<file path="src/rtl/mat_seq.sv">
// Multi-cycle sequencer for 4x4 matrix-register MUL / MAC / ADD instructions.
// All results are buffered before commit, so the destination may alias a source.
module mat_seq #(
   parameter int DW   = 32,
   parameter int NREG = 32
) (
   input  logic                    clk,
   input  logic                    rst_n,
   input  logic                    start,
   input  logic [1:0]              op,
   input  logic [$clog2(NREG)-1:0] rs1,
   input  logic [$clog2(NREG)-1:0] rs2,
   input  logic [$clog2(NREG)-1:0] rd,
   input  logic                    flush,
   output logic                    busy,
   output logic                    done,
   output logic                    err,
   output logic [$clog2(NREG)-1:0] r1_m,
   output logic [1:0]              r1_i,
   output logic [1:0]              r1_j,
   input  logic [DW-1:0]           r1_data,
   output logic [$clog2(NREG)-1:0] r2_m,
   output logic [1:0]              r2_i,
   output logic [1:0]              r2_j,
   input  logic [DW-1:0]           r2_data,
   output logic [$clog2(NREG)-1:0] r3_m,
   output logic [1:0]              r3_i,
   output logic [1:0]              r3_j,
   input  logic [DW-1:0]           r3_data,
   output logic                    we,
   output logic [$clog2(NREG)-1:0] w_m,
   output logic [1:0]              w_i,
   output logic [1:0]              w_j,
   output logic [DW-1:0]           w_data
);
   localparam int IW = $clog2(NREG);

   typedef enum logic [1:0] {IDLE, CALC, WRITE, DONE} state_t;

   state_t          state, state_n;
   logic [1:0]      op_q;
   logic [IW-1:0]   rs1_q, rs2_q, rd_q;
   logic [1:0]      i, j, k;
   logic [DW-1:0]   acc;
   logic [DW-1:0]   res_buf [16];

   logic            is_add, accept, calc_last, write_last;
   logic [DW-1:0]   prod, base, sum;

   assign is_add     = (op_q == 2'b10);
   assign accept     = (state == IDLE) && start && !flush;
   assign write_last = (i == 2'd3) && (j == 2'd3);
   assign calc_last  = write_last && (is_add || (k == 2'd3));

   assign prod = r1_data * r2_data;
   assign base = (op_q == 2'b01) ? r3_data : '0;
   assign sum  = is_add ? (r1_data + r2_data)
                        : (((k == 2'd0) ? base : acc) + prod);

   always_comb begin
      state_n = state;
      case (state)
         IDLE:  if (accept) state_n = (op == 2'b11) ? DONE : CALC;
         CALC:  if (flush) state_n = IDLE;
                else if (calc_last) state_n = WRITE;
         WRITE: if (flush) state_n = IDLE;
                else if (write_last) state_n = DONE;
         DONE:  state_n = IDLE;
         default: state_n = IDLE;
      endcase
   end

   // Element write in the flush cycle itself is suppressed, so an abort
   // never commits the element it coincides with.
   always_comb begin
      busy   = (state != IDLE);
      done   = 1'b0;
      err    = 1'b0;
      r1_m   = '0; r1_i = '0; r1_j = '0;
      r2_m   = '0; r2_i = '0; r2_j = '0;
      r3_m   = '0; r3_i = '0; r3_j = '0;
      we     = 1'b0;
      w_m    = '0; w_i = '0; w_j = '0;
      w_data = '0;
      case (state)
         CALC: begin
            r1_m = rs1_q; r1_i = i;                r1_j = is_add ? j : k;
            r2_m = rs2_q; r2_i = is_add ? i : k;   r2_j = j;
            r3_m = rd_q;  r3_i = i;                r3_j = j;
         end
         WRITE: begin
            we     = !flush;
            w_m    = rd_q;
            w_i    = i;
            w_j    = j;
            w_data = res_buf[{i, j}];
         end
         DONE: begin
            done = 1'b1;
            err  = (op_q == 2'b11);
         end
         default: ;
      endcase
   end

   always_ff @(posedge clk) begin
      if (!rst_n) begin
         state <= IDLE;
         op_q  <= '0;
         rs1_q <= '0;
         rs2_q <= '0;
         rd_q  <= '0;
         i     <= '0;
         j     <= '0;
         k     <= '0;
      end else begin
         state <= state_n;
         case (state)
            IDLE: if (accept) begin
               op_q  <= op;
               rs1_q <= rs1;
               rs2_q <= rs2;
               rd_q  <= rd;
               i     <= '0;
               j     <= '0;
               k     <= '0;
            end
            CALC: begin
               if (is_add) begin
                  {i, j} <= {i, j} + 4'd1;
               end else begin
                  k <= k + 2'd1;
                  if (k == 2'd3) {i, j} <= {i, j} + 4'd1;
               end
            end
            WRITE: {i, j} <= {i, j} + 4'd1;
            default: ;
         endcase
      end
   end

   // The result buffer deliberately survives reset.
   always_ff @(posedge clk) begin
      if (state == CALC) begin
         acc <= sum;
         if (is_add || (k == 2'd3)) res_buf[{i, j}] <= sum;
      end
   end
endmodule

</file>
<file path="config.mk">
export PLATFORM = sky130hd
export DESIGN_NAME = mat_seq
export DESIGN_NICKNAME = d
export VERILOG_FILES = /design/src/rtl/mat_seq.sv
export SDC_FILE = /design/constraint.sdc
export NUM_CORES = 2
export LEC_CHECK = 0
export CAP_MARGIN = 30
export CORE_ASPECT_RATIO = 0.6
export CORE_UTILIZATION = 30
export CTS_CLUSTER_SIZE = 12
export DETAILED_ROUTE_END_ITERATION = 8
export DONT_BUFFER_PORTS = 1
export SETUP_SLACK_MARGIN = 0.5
export SLEW_MARGIN = 10
export SYNTH_ARGS = -nofsm -noshare
export SYNTH_HDL_FRONTEND = slang
export SYNTH_SLANG_ARGS = --single-unit
</file>
<file path="constraint.sdc">
create_clock -name clk -period 28.4 [get_ports clk]
set_clock_uncertainty 0.1 [all_clocks]
set_input_delay 5.68 -clock clk [delete_from_list [all_inputs] [get_ports clk]]
set_output_delay 5.68 -clock clk [all_outputs]
set_load 0.005 [all_outputs]
</file>
==> impl_metrics.tcl <==
set metrics [dict create \
    final_common_cell "edfxtp_1" \
    start_util_pct 30.31 \
    crit_path_max_fanout 25 \
    tns_ps 0 \
    io_buffers 0 \
    clk_path_buf_depth 3 \
    met2_length_mm 48.95 \
    ys_types 64 \
    rr_endpoint "res_buf[11][29]" \
    routed.top_layer "met5" \
    gp_congestion 0.9067 \
    slowest_stage "a41oi_1" \
    reg2reg_setup_slack_ps 18370 \
    worst_r2r_path_depth 32 \
    synth-async-reset-ratio_pct 0 \
    place_hpwl_mm 83.11 \
    setup_viol 0 \
    min_period_ps 13300 \
    cts_resized 0 \
    crit_path_max_incr_delay_ps 650 \
    path_buf_inv 8 \
    drt_wl_total_mm 119.5 \
    start_kind "input port" \
    synthCells 3167 \
    ys_ff_latch 573 \
    drv_slew 0 \
    drv_cap 0 \
    grt_usage_pct 17.41 \
    drc 0 \
    via_per_inst 4.978 \
    fp.coreArea_um2 134300 \
    whs_path_depth 2 \
    required_ps 28450 \
    hold_violations 0 \
    syn_nets 3889 \
    htreeDepth 2 \
    layout-drive-gt1-share_pct 10.17 \
    layout_common_cells "edfxtp_1 (544), inv_1 (482), fa_1 (439)" \
    die_w_um 477.5 \
    worst_pin_slew_ps 1011 \
    startpoint "r1_data[8]" \
    dr.pass1.iters 6 \
    hold_buffers 0 \
    hold_start "rs2_q[1]" \
    fmax_ghz 0.07519 \
    clockRootBuffer "clkbuf_16" \
    finalWorstSetupSlack_ps 15100 \
    ys.flop_type "edfxtp_1" \
    finalCritPeriodShare_pct 46.83 \
    hold_class "reg -> reg" \
    overflow 0 \
    relSlewSlack_pct 32.61 \
    grt_pass1_vias 24930 \
    path_clk_slew_ps 60 \
    grt_max_degree 64 \
    fp-row-count 104 \
    routed-wl-met3_mm 15.43 \
    end_kind "flop" \
    clk_latency_ps 620 \
    cts_buffers 54 \
    r2r_start "k[0]" \
    whs_ps 357.7 \
    ys_warn_count 0 \
    post_cts_buffers 0 \
    grt_pass1_wl_mm 175.6 \
    via_count 24710 \
    crit_family "adder cells" \
    crit_arrival_ps 13350 \
    drt_iter0_markers 2423 \
    avgSynthCellArea_um2 12.85 \
    ys_seq_area_share_pct 41.56 \
    outcome "finished clean" \
    rsz0062_at_grt "no" \
    path_class "in -> reg" \
    synthToLayoutAreaGrowth_pct 9.375 \
    min_to "rs2_q[1]" \
    synth_edf_count 544 \
    num_io_pins 189 \
    die_y_um 287.3 \
    drtAntennaViolNets 0 \
    dp_worst_setup_slack_ps 14630 \
    final_nets 3855 \
    tritoncts "done" \
    dieArea_um2 137200 \
    synth_area_um2 40700 \
    m1WireLength_mm 53.42 \
    wl_per_cell_um 24.06 \
    antenna_found_initial 25 \
    cts_sinks 573 \
]
## sequential cells by signal (all words and copies together) (netlist names), named ones only
| signal | count |
|---|---|
| acc | 32 |
| op_q | 2 |
| rs2_q | 5 |
| j | 2 |
| rs1_q | 5 |
| rd_q | 5 |
| k | 2 |
| i | 2 |
| res_buf | 512 |
| state | 2 |
## synthesized netlist by cell type (3+ instances only)
library cell	number	share of area, %
nand2_1	310	2.9
or2_2	4	0.061
o21ai_0	57	0.70
nand2b_1	12	0.18
or3_1	6	0.092
dfxtp_1	29	1.4
and3_1	5	0.077
nor3_1	17	0.21
o21a_1	8	0.15
xor2_1	30	0.65
a31oi_1	6	0.092
o311ai_0	3	0.065
o21ai_1	3	0.037
nor2b_1	37	0.57
xnor2_1	78	1.7
ha_1	166	5.1
buf_1	16	0.15
o211ai_1	5	0.092
a21oi_1	83	1.0
nand4_1	3	0.046
a31o_2	3	0.065
edfxtp_1	544	40
clkbuf_1	127	1.2
and2_1	372	5.7
fa_1	439	22
a21o_1	31	0.57
mux4_2	160	8.9
nor2_1	41	0.38
o21bai_1	3	0.055
nand3_1	13	0.16
buf_4	4	0.074
inv_1	482	4.4
a21boi_0	22	0.41
a22oi_1	4	0.074
a211o_1	4	0.086
o31ai_1	4	0.074
## cell type report
| type | count | area [um^2] |
|---|---|---|
| diodes | 6 | 15.01 |
| clock buffers | 75 | 1451 |
| clock inverters | 4 | 45.04 |
| fillers | 13160 | 89770 |
| inverters | 482 | 1809 |
| multi-input cells | 1964 | 21560 |
| flip-flops and latches | 573 | 16930 |
| well taps | 1802 | 2255 |
| repair buffers | 58 | 459.2 |
## cells by family (layout without fill, tap and decap cells)
group	count (synthesis)	after routing	synth area share [%]
fa+ha+maj	605	605	26.69
other cells	0	6	0
simple gates	829	829	10.53
mux	162	162	8.902
compound gates	260	260	4.138
xor+xnor	108	108	2.324
buf+inv	630	619	5.850
flops	573	573	41.56
## worst register-to-register path, delay by kind of cell (launching register included)
| kind | cells | cell delay, ps |
|---|---|---|
| AOI/OAI and AO/OA | 6 | 1780 |
| adders and majority gates | 10 | 4660 |
| buffers and inverters | 10 | 1230 |
| DFF | 1 | 360 |
| and+or+nand+nor | 6 | 1440 |
## how the worst max path moves through the flow
stage | end | slack [ps] | depth (start not counted)
after floorplan | acc[30] | 15330 | 28
after global placement | res_buf[2][29] | 14660 | 26
after detailed placement | res_buf[3][29] | 14630 | 26
after CTS | res_buf[11][29] | 15260 | 26
after global routing | res_buf[11][29] | 14820 | 27
final | res_buf[11][29] | 15100 | 27
## routing by layer
layer  GRT usage [%]  up-vias
met5          0.7524        -
met3           7.017      153
li1                -    10460
met4           1.895       34
met1           25.91    12840
met2           24.06     1222
## stage by stage
step / std cells / util, % / instance area, um^2
finish: 4964 / 33.15 / 44520
global route: 4959 / 33.14 / 44510
CTS: 4954 / 33.10 / 44450
detailed placement: 4875 / 31.99 / 42950
global placement: 4866 / 31.94 / 42890
floorplan: 3167 / - / 40700
Power is not shown: default switching activity piles up to over one toggle a cycle in this logic, so the estimate is an artifact.
